[src/rtl/mips_pkg.sv]
// Shared MIPS datapath definitions: operand width, HI/LO op-codes, multiply/divide FSM states.
// Also holds the two's-complement negation used for sign fix-up outside the iteration adder.
package mips_pkg;

   localparam int WIDTH = 32;

   localparam logic [1:0] OP_MULTU = 2'b00;
   localparam logic [1:0] OP_MULT  = 2'b01;
   localparam logic [1:0] OP_DIVU  = 2'b10;
   localparam logic [1:0] OP_DIV   = 2'b11;

   typedef enum logic [1:0] {
      IDLE = 2'd0,
      PREP = 2'd1,
      RUN  = 2'd2,
      FIX  = 2'd3
   } md_state_t;

   function automatic logic [WIDTH-1:0] negate(input logic [WIDTH-1:0] x);
      return ~x + WIDTH'(1);
   endfunction

endpackage

[src/rtl/mult_div_unit_if.sv]
// Decode-side bundle of the multiply/divide unit: launch, MTHI/MTLO writes, status and HI/LO.
// The master modport is the ALU/decode stage; the slave modport is the unit itself.
interface mult_div_unit_if;
   import mips_pkg::*;

   logic             start;
   logic [1:0]       op;
   logic [WIDTH-1:0] rs;
   logic [WIDTH-1:0] rt;
   logic             hi_we;
   logic             lo_we;
   logic [WIDTH-1:0] wdata;
   logic             busy;
   logic             done;
   logic [WIDTH-1:0] hi;
   logic [WIDTH-1:0] lo;

   modport master (
      output start, op, rs, rt, hi_we, lo_we, wdata,
      input  busy, done, hi, lo
   );

   modport slave (
      input  start, op, rs, rt, hi_we, lo_we, wdata,
      output busy, done, hi, lo
   );

endinterface

[src/rtl/mult_div_unit_adder.sv]
// 32-bit ripple-carry adder, purely combinational; the single add/subtract resource of the
// multiply/divide unit (subtract = inverted operand with carry-in set by the caller).
module adder_32
   import mips_pkg::*;
(
   input  logic [WIDTH-1:0] a,
   input  logic [WIDTH-1:0] b,
   input  logic             cin,
   output logic [WIDTH-1:0] sum,
   output logic             cout
);

   always_comb begin
      logic carry;
      carry = cin;
      sum   = '0;
      for (int i = 0; i < WIDTH; i++) begin
         sum[i] = a[i] ^ b[i] ^ carry;
         carry  = (a[i] & b[i]) | (carry & (a[i] ^ b[i]));
      end
      cout = carry;
   end

endmodule

[src/rtl/mult_div_unit.sv]
// Sequential MULT/MULTU/DIV/DIVU into HI/LO, one bit per clock through a shared adder_32.
// Result lands 34 cycles after the start edge; start and MTHI/MTLO are ignored while busy.
module mult_div_unit
   import mips_pkg::*;
(
   input  logic          clk,
   input  logic          rst_n,
   mult_div_unit_if.slave bus
);

   md_state_t          state, state_nxt;
   logic [1:0]         op_q;
   logic [WIDTH-1:0]   rs_q, rt_q;
   logic [WIDTH-1:0]   opnd;
   logic [WIDTH-1:0]   acc_hi, acc_lo;
   logic [WIDTH-1:0]   hi_q, lo_q;
   logic [4:0]         cnt;
   logic               neg_prod, neg_rem;
   logic               done_q;

   logic               is_div, is_signed;
   logic [WIDTH-1:0]   rs_mag, rt_mag;
   logic [WIDTH-1:0]   rem_sh;
   logic [WIDTH-1:0]   add_a, add_b, add_sum;
   logic               add_cin, add_cout;
   logic               q_bit;
   logic [2*WIDTH-1:0] prod, prod_neg;
   logic [WIDTH-1:0]   q_fix, r_fix;

   assign is_div    = op_q[1];
   assign is_signed = op_q[0];

   assign rs_mag = (is_signed && rs_q[WIDTH-1]) ? negate(rs_q) : rs_q;
   assign rt_mag = (is_signed && rt_q[WIDTH-1]) ? negate(rt_q) : rt_q;

   // Divide uses the adder as rem - divisor; the shifted-out bit acts as a 33rd remainder bit.
   assign rem_sh  = {acc_hi[WIDTH-2:0], acc_lo[WIDTH-1]};
   assign add_a   = is_div ? rem_sh : acc_hi;
   assign add_b   = is_div ? ~opnd : opnd;
   assign add_cin = is_div;
   assign q_bit   = acc_hi[WIDTH-1] | add_cout;

   adder_32 u_adder (
      .a    (add_a),
      .b    (add_b),
      .cin  (add_cin),
      .sum  (add_sum),
      .cout (add_cout)
   );

   assign prod     = {acc_hi, acc_lo};
   assign prod_neg = ~prod + (2*WIDTH)'(1);
   assign q_fix    = (is_signed && neg_prod) ? negate(acc_lo) : acc_lo;
   assign r_fix    = (is_signed && neg_rem)  ? negate(acc_hi) : acc_hi;

   always_ff @(posedge clk) begin
      if (!rst_n) state <= IDLE;
      else        state <= state_nxt;
   end

   always_comb begin
      state_nxt = state;
      case (state)
         IDLE:    if (bus.start) state_nxt = PREP;
         PREP:    state_nxt = RUN;
         RUN:     if (cnt == 5'd31) state_nxt = FIX;
         FIX:     state_nxt = IDLE;
         default: state_nxt = IDLE;
      endcase
   end

   always_ff @(posedge clk) begin
      if (!rst_n) begin
         op_q     <= OP_MULTU;
         rs_q     <= '0;
         rt_q     <= '0;
         opnd     <= '0;
         acc_hi   <= '0;
         acc_lo   <= '0;
         hi_q     <= '0;
         lo_q     <= '0;
         cnt      <= '0;
         neg_prod <= 1'b0;
         neg_rem  <= 1'b0;
         done_q   <= 1'b0;
      end else begin
         done_q <= 1'b0;
         case (state)
            IDLE: begin
               if (bus.hi_we) hi_q <= bus.wdata;
               if (bus.lo_we) lo_q <= bus.wdata;
               if (bus.start) begin
                  op_q <= bus.op;
                  rs_q <= bus.rs;
                  rt_q <= bus.rt;
               end
            end
            PREP: begin
               acc_hi   <= '0;
               cnt      <= '0;
               neg_prod <= is_signed & (rs_q[WIDTH-1] ^ rt_q[WIDTH-1]);
               neg_rem  <= is_signed & rs_q[WIDTH-1];
               if (is_div) begin
                  acc_lo <= rs_mag;
                  opnd   <= rt_mag;
               end else begin
                  acc_lo <= rt_mag;
                  opnd   <= rs_mag;
               end
            end
            RUN: begin
               cnt <= cnt + 5'd1;
               if (is_div) begin
                  acc_hi <= q_bit ? add_sum : rem_sh;
                  acc_lo <= {acc_lo[WIDTH-2:0], q_bit};
               end else if (acc_lo[0]) begin
                  acc_hi <= {add_cout, add_sum[WIDTH-1:1]};
                  acc_lo <= {add_sum[0], acc_lo[WIDTH-1:1]};
               end else begin
                  acc_hi <= {1'b0, acc_hi[WIDTH-1:1]};
                  acc_lo <= {acc_hi[0], acc_lo[WIDTH-1:1]};
               end
            end
            FIX: begin
               done_q <= 1'b1;
               if (!is_div) begin
                  {hi_q, lo_q} <= (is_signed && neg_prod) ? prod_neg : prod;
               end else if (opnd == '0) begin
                  hi_q <= rs_q;
                  lo_q <= '1;
               end else begin
                  hi_q <= r_fix;
                  lo_q <= q_fix;
               end
            end
            default: ;
         endcase
      end
   end

   assign bus.busy = (state != IDLE);
   assign bus.done = done_q;
   assign bus.hi   = hi_q;
   assign bus.lo   = lo_q;

endmodule

[src/flat_wrapper.sv]
// flat-port wrapper written by rule: the top's interface ports become plain ports
module mult_div_unit_flat import mips_pkg::*;
  (clk, rst_n, bus_start, bus_op, bus_rs, bus_rt, bus_hi_we, bus_lo_we, bus_wdata, bus_busy, bus_done, bus_hi, bus_lo);
  mult_div_unit_if bus_i ();
  input  logic clk;
  input  logic rst_n;
  input wire logic [$bits(bus_i.start)-1:0] bus_start;
  input wire logic [$bits(bus_i.op)-1:0] bus_op;
  input wire logic [$bits(bus_i.rs)-1:0] bus_rs;
  input wire logic [$bits(bus_i.rt)-1:0] bus_rt;
  input wire logic [$bits(bus_i.hi_we)-1:0] bus_hi_we;
  input wire logic [$bits(bus_i.lo_we)-1:0] bus_lo_we;
  input wire logic [$bits(bus_i.wdata)-1:0] bus_wdata;
  output wire logic [$bits(bus_i.busy)-1:0] bus_busy;
  output wire logic [$bits(bus_i.done)-1:0] bus_done;
  output wire logic [$bits(bus_i.hi)-1:0] bus_hi;
  output wire logic [$bits(bus_i.lo)-1:0] bus_lo;
  assign bus_i.start = bus_start;
  assign bus_i.op = bus_op;
  assign bus_i.rs = bus_rs;
  assign bus_i.rt = bus_rt;
  assign bus_i.hi_we = bus_hi_we;
  assign bus_i.lo_we = bus_lo_we;
  assign bus_i.wdata = bus_wdata;
  assign bus_busy = bus_i.busy;
  assign bus_done = bus_i.done;
  assign bus_hi = bus_i.hi;
  assign bus_lo = bus_i.lo;
  mult_div_unit u_core (.clk(clk), .rst_n(rst_n), .bus(bus_i));
endmodule
[config.mk]
export PLATFORM = sky130hd
export DESIGN_NAME = mult_div_unit_flat
export DESIGN_NICKNAME = d
export VERILOG_FILES = /design/src/rtl/mips_pkg.sv /design/src/rtl/mult_div_unit_if.sv /design/src/rtl/mult_div_unit_adder.sv /design/src/rtl/mult_div_unit.sv /design/src/flat_wrapper.sv
export SDC_FILE = /design/constraint.sdc
export NUM_CORES = 1
export LEC_CHECK = 0
export ABC_AREA = 1
export CAP_MARGIN = 15
export CORE_MARGIN = 8
export CORE_UTILIZATION = 25
export CTS_CLUSTER_SIZE = 40
export DETAILED_ROUTE_END_ITERATION = 16
export GPL_ROUTABILITY_DRIVEN = 0
export PLACE_DENSITY = 0.52
export SLEW_MARGIN = 20
export SYNTH_ARGS = -nofsm -noshare
export SYNTH_HDL_FRONTEND = slang
export SYNTH_SLANG_ARGS = --single-unit
[constraint.sdc]
create_clock -name clk -period 13.7 [get_ports clk]
set_input_delay 2.74 -clock clk [delete_from_list [all_inputs] [get_ports clk]]
set_output_delay 2.74 -clock clk [all_outputs]
set_load 0.01 [all_outputs]
======== Word level (Yosys, flattened, before mapping) ========
Cells that the tools add are included.
storage, ports and cells
  register bits after elaboration ......... 236
  bits in latches ......................... 0
  RAM bits ................................ 0
  bits in read-only memories .............. 0
  bits of input ports ..................... 103
  output and inout bits ................... 66
  memories kept ........................... 0
operators by class
  add/subtract/negate cells ............... 6
  $mul .................................... 0
  divide/modulo/power cells ............... 0
  order comparisons ....................... 0
  equality and inequality tests ........... 8
  shift operators ......................... 0
  mux-type cells .......................... 29
  bitwise logic cells ..................... 170
  reduce and logical (&&, ||, !) cells .... 13
operator list
  operator                                                                 number
  32-bit 2-to-1 mux                                                        19
  32-bit one-hot mux with 2 select lines                                   4
  32-bit NOT                                                               5
  32-bit by 1-bit adder with 32-bit output, second input constant          4
  1-bit bitwise AND                                                        66
  1-bit XOR                                                                65
  64-bit by 1-bit adder with 64-bit output, second input constant          1
  64-bit 2-to-1 mux                                                        1
  64-bit NOT                                                               1
  1-bit bitwise OR                                                         33
  32-bit logical NOT                                                       1
  5-bit one-hot mux with 2 select lines                                    1
  2-bit one-hot mux with 4 select lines                                    1
  2-bit AND reduction                                                      4
  2-bit inequality test, second input constant                             3
  2-bit nonzero test                                                       3
  5-bit by 1-bit adder with 5-bit output, second input constant            1
  5-bit equality test, second input constant                               1
  2-bit equality test, second input constant                               2
  1-bit logical AND                                                        4
  2-bit 2-to-1 mux                                                         2
  2-bit by 1-bit equality test with 1-bit output, second input constant    1
  2-bit logical NOT                                                        1
  2-bit by 1-bit inequality test with 1-bit output, second input constant  1
  1-bit 2-to-1 mux                                                         1

======== Longest topological paths before layout ========
  word-level depth ........................ 71
  depth in mapped cells ................... 45
  mapped depth without buffers ............ 41

======== Cells and area by module ========
Synthesis repeated with hierarchy kept, for this count alone.
unflattened totals
  cell total of the unflattened synthesis .. 2841
  area total of the unflattened synthesis .. 17285.3 um^2
modules (own cells, without submodules)
  module         times used  cells each  area an instance (um^2)  seq. area each (um^2)
  mult_div_unit  1           2799        16607.2                  4724.5
  adder_32       1           42          678.2                    0.0

======== Least setup slack after synthesis ========
OpenSTA, ideal clock, no wires.
  path kind ............................... register -> register
  start ................................... register u_core.op_q[1]
  end ..................................... register u_core.acc_hi[1]
  data arrival time ....................... 14041 ps
  required time ........................... 13572 ps
  setup slack ............................. -469 ps
  stages on the path, launching flop included .. 43
  buffers on the path ..................... 6
  period minus slack after synthesis ...... 14169 ps
  path through ............................ dfxtp_1 -> clkbuf_2 -> buf_2 -> buf_2 -> buf_2 -> buf_2 -> a21oi_1 -> fa_1 -> fa_1 -> fa_1 -> fa_1 -> fa_1 -> fa_1 -> fa_1 -> fa_1 -> fa_1 -> fa_1 -> fa_1 -> [... 7 more ...] -> fa_1 -> fa_1 -> fa_1 -> fa_1 -> fa_1 -> fa_1 -> fa_1 -> fa_1 -> fa_1 -> fa_1 -> fa_1 -> fa_1 -> fa_1 -> nor2_1 -> clkbuf_1 -> o21ai_0 -> a32oi_1 -> nor2_1
between the ends
  cells in the longest elaborated chain, start to end .. 70
RTL lines
  item                                         RTL line                                  source
  from (decl)                                  mult_div_unit.sv:12                       logic [1:0] op_q;
  from (signal assigned)                       mult_div_unit.sv:93                       op_q <= bus.op;
  32-bit 2-to-1 mux, on equally long branches  mult_div_unit.sv:38, mult_div_unit.sv:39
  1-bit XOR                                    mult_div_unit_adder.sv:19                 carry = (a[i] & b[i]) | (carry & (a[i] ^ b[i]));
  1-bit bitwise AND                            mult_div_unit_adder.sv:19
  1-bit bitwise OR                             mult_div_unit_adder.sv:19
  1-bit bitwise AND                            mult_div_unit_adder.sv:19
  1-bit bitwise OR                             mult_div_unit_adder.sv:19
  1-bit bitwise AND                            mult_div_unit_adder.sv:19
  1-bit bitwise OR                             mult_div_unit_adder.sv:19
  [... 54 more ...]                            --
  1-bit bitwise AND                            mult_div_unit_adder.sv:19
  1-bit bitwise OR                             mult_div_unit_adder.sv:19
  1-bit bitwise AND                            mult_div_unit_adder.sv:19
  1-bit bitwise OR                             mult_div_unit_adder.sv:19
  1-bit bitwise OR                             mult_div_unit.sv:41                       assign q_bit = acc_hi[WIDTH-1] | add_cout;
  32-bit 2-to-1 mux                            mult_div_unit.sv:114                      acc_hi <= q_bit ? add_sum : rem_sh;
  32-bit 2-to-1 mux (*)                        mult_div_unit.sv:113                      if (is_div) begin
  32-bit one-hot mux with 2 select lines (*)   mult_div_unit.sv:88                       case (state)
  to (signal assigned)                         mult_div_unit.sv:114
  to (signal assigned)                         mult_div_unit.sv:117                      acc_hi <= {add_cout, add_sum[WIDTH-1:1]};
  to (signal assigned)                         mult_div_unit.sv:120                      acc_hi <= {1'b0, acc_hi[WIDTH-1:1]};
  to (decl)                                    mult_div_unit.sv:15                       logic [WIDTH-1:0] acc_hi, acc_lo;
Every way passes the cells marked *; elsewhere a longest branch is shown, timed or not.
A chain may end at the register's enable or synchronous reset.

======== Worst setup path after layout ========
  start ................................... register u_core.op_q[1]
  end ..................................... register u_core.acc_hi[13]
Same word-level chain as after synthesis.

==> flow_metrics.py <==
metrics = {
    "setup_path": {
        "worstPathRequired_ns": 14.15,
        "crit_top_cell": "fa_2",
        "arrival_ns": 13.77,
        "start_kind": "flop",
        "rrSetupSlack_ns": 0.38,
        "crit_cells": 41,
        "max_stage_delay_ns": 0.40,
        "end_kind": "flop",
        "path_delay_family": "adder cells",
        "r2r_cells": 41,
        "crit_slowest_cell": "fa_1",
        "path_buf_inv": 3,
        "critPathKind": "flop to flop",
        "path_max_fanout": 21,
    },
    "floorplanning": {
        "chipHeight_um": 278.1,
        "ioPinCount": 169,
        "core_sq_um": 68350,
        "rows": 96,
        "initial_core_util": 0.2512,
        "dieArea_sq_um": 77320,
        "die_x_um": 278.1,
    },
    "final_layout": {
        "layout.nets": 2991,
        "num_antenna_cells": 0,
        "final_common_cell": "nand2_1",
        "drive_above_1_share": 0.05094,
        "layout_common_cells": "nand2_1 (584), nor2_1 (368), a21oi_1 (310), o21ai_0 (300), nand3_1 (239)",
        "finish.utilization": 0.3015,
        "area_growth_pct": 20.02,
        "n_fill_cell": 7689,
    },
    "yosys": {
        "netlist_area_sq_um": 17170,
        "synth_edf_count": 0,
        "ys_types": 45,
        "ys.flop_type": "dfxtp_1",
        "synth_xor_area_frac": 0.04846,
        "yosysWarnings": 0,
        "syn_nets": 2931,
        "yosys.area_share.simple": 0.3081,
        "ys_ff_latch": 236,
        "synth_compound_area_frac": 0.2299,
        "synth_top_family_by_area": "simple AND/OR/NAND/NOR gates",
        "synth_cells": 2787,
        "syn_avg_cell_area_sq_um": 6.161,
        "ys_seq_area_frac": 0.2752,
        "async_flop_share": 0,
        "synth_mux_area_frac": 0,
        "synth_fa_ha_area_frac": 0.04343,
    },
    "sta": {
        "slew_headroom": 0.3586,
        "fin_crit_ns": 13.32,
        "tightest_slew_ns": 0.9562,
        "rsz0062_at_grt": "no",
        "setup_slack_ns": 0.3847,
        "clock_skew_ns": 0.01679,
        "post-route-period-util": 0.9719,
        "fmax_mhz": 75.10,
        "hold_viol_final": 0,
        "drv_slew": 0,
        "setup_violations": 0,
    },
    "placement": {
        "port_buffers": 168,
        "pre_cts_slack_ns": -0.09846,
        "dp_hpwl_um": 59410,
    },
    "run": {
        "drv_cap": 0,
    },
    "global_routing": {
        "grt_pass1_vias": 18080,
        "grt_use_total": 0.1900,
        "grt_pass1_wl_um": 115800,
        "antenna_found_initial": 1,
        "grt_overflow": 0,
        "grt_max_degree": 78,
    },
    "drt": {
        "route.detailed.drc": 0,
        "via_per_inst": 5.192,
        "drt-initial-drc-count": 2344,
        "first_pass_iters": 6,
        "wl_um": 77780,
        "wire_per_inst_um": 20.75,
        "antenna_left": 0,
        "num_vias": 19460,
    },
    "clock_tree": {
        "root_buffer": "clkbuf_16",
        "cts_buffers": 29,
        "clock-sinks": 236,
        "cts_tree": "built",
        "clockBufferDepth": 3,
        "htree_levels": 1,
        "clk_pin_slew_ns": 0.06,
        "clock_latency_ns": 0.60,
        "postCtsHoldBufs": 0,
    },
    "power_and_ir_drop": {
        "power_density_nw_per_um2": 211.1,
        "ir_worst_vdd_uv": 104.1,
        "totalPowerFinal_mw": 4.350,
        "leakagePower_nw": 8.956,
    },
    "worst_hold_path": {
        "hold_path.class": "flop to flop",
        "hold_depth": 2,
    },
    "status": {
        "outcome": "complete, no violations",
    },
}
kinds of logic (layout without fill, tap and decap cells):
family          Yosys count  after routing
simple gates           1271           1271
xor+xnor                 95             95
buf+inv                 409            488
fa+ha+maj                41             41
compound gates          735            735
flops                   236            236
where the power goes:
group / total, mW / switching, mW / leakage (nW) / internal [mW]
sequential: 1.13 / 0.255 / 1.94 / 0.877
combinational: 2.39 / 1.66 / 6.54 / 0.738
clock: 0.823 / 0.332 / 0.480 / 0.491
registers in the layout, summed over array words and instances, names as in the netlist:
name and flops:
u_core.rs_q 32, u_core.state 2, u_core.bus.lo 32, u_core.acc_lo 32, u_core.rt_q 32, u_core.acc_hi 32, u_core.opnd 32, u_core.bus.done 1
u_core.bus.hi 32, u_core.op_q 2, u_core.neg_rem 1, u_core.cnt 5, u_core.neg_prod 1
cell type report:
class,count,area [sq um],share of cell area
Inverter,227,854.6,0.04147
Sequential cell,236,4728,0.2294
Multi-Input combinational cell,2142,10880,0.5281
Clock buffer,41,820.8,0.03983
Tap cell,882,1104,0.05355
Timing Repair Buffer,211,2051,0.09951
Clock inverter,9,166.4,0.008075
worst min-delay path, stage by stage, from the launching register on:
cell     delay (ns)
dfxtp_1        0.31
nand2_1        0.06
a21oi_1        0.06
path summary, 6_finish.rpt:
path | start | end
setup / recovery | u_core.op_q[1]$_SDFFE_PN0P_ | u_core.acc_hi[13]$_SDFFE_PN0P_
hold / removal | u_core.cnt[4]$_SDFFE_PN0P_ | u_core.cnt[4]$_SDFFE_PN0P_
setup reg to reg | u_core.op_q[1]$_SDFFE_PN0P_ | u_core.acc_hi[13]$_SDFFE_PN0P_
hold reg to reg | u_core.cnt[4]$_SDFFE_PN0P_ | u_core.cnt[4]$_SDFFE_PN0P_
layer usage:
metal / up-vias / share of wire / GRT usage
li1: 9384 / - / -
met1: 9104 / 0.46 / 0.2695
met5: - / 0.00026 / 0
met4: 2 / 0.027 / 0.04706
met3: 119 / 0.086 / 0.03987
met2: 851 / 0.43 / 0.2909
repair_timing:
action,CTS,global route
buffers inserted,2,0
pin swaps,1,0
gates resized for setup,5,11
gates cloned,1,0
setup endpoints to repair,32,33
synthesized netlist by cell type (all sizes together), types with 2 or more instances:
| library cell | number | area (sq um) |
|---|---|---|
| a22oi | 2 | 15.01 |
| nor2 | 383 | 1495 |
| o31ai | 3 | 22.52 |
| ha | 10 | 125.1 |
| a31oi | 9 | 56.30 |
| a21oi | 310 | 1551 |
| clkinv | 3 | 11.26 |
| xnor2 | 4 | 35.03 |
| fa | 31 | 620.6 |
| o221ai | 2 | 17.52 |
| dfxtp | 236 | 4725 |
| nor3 | 13 | 70.07 |
| buf | 59 | 312.8 |
| nand2 | 593 | 2251 |
| o21bai | 2 | 15.01 |
| or2 | 3 | 18.77 |
| o211ai | 21 | 157.7 |
| o22ai | 32 | 200.2 |
| xor2 | 91 | 797.0 |
| clkbuf | 123 | 465.4 |
| nand4 | 35 | 219.0 |
| a211oi | 2 | 15.01 |
| a32oi | 30 | 262.8 |
| nand3 | 241 | 1216 |
| o21ai | 320 | 1617 |
| inv | 224 | 840.8 |
through the flow:
step / setup TNS [ns] / area [sq um] / hold slack, ns / cells
2_1_floorplan: 0 / 17250 / 0.4491 / 2787
3_3_place_gp: -0.09650 / 19530 / 0.4672 / 3695
3_5_place_dp: -1.842 / 19530 / 0.4729 / 3695
4_1_cts: 0 / 20580 / 0.4822 / 3748
5_1_grt: 0 / 20610 / 0.5027 / 3748
6_report: 0 / 20610 / 0.4783 / 3748
(Power assumes the default switching activity.)
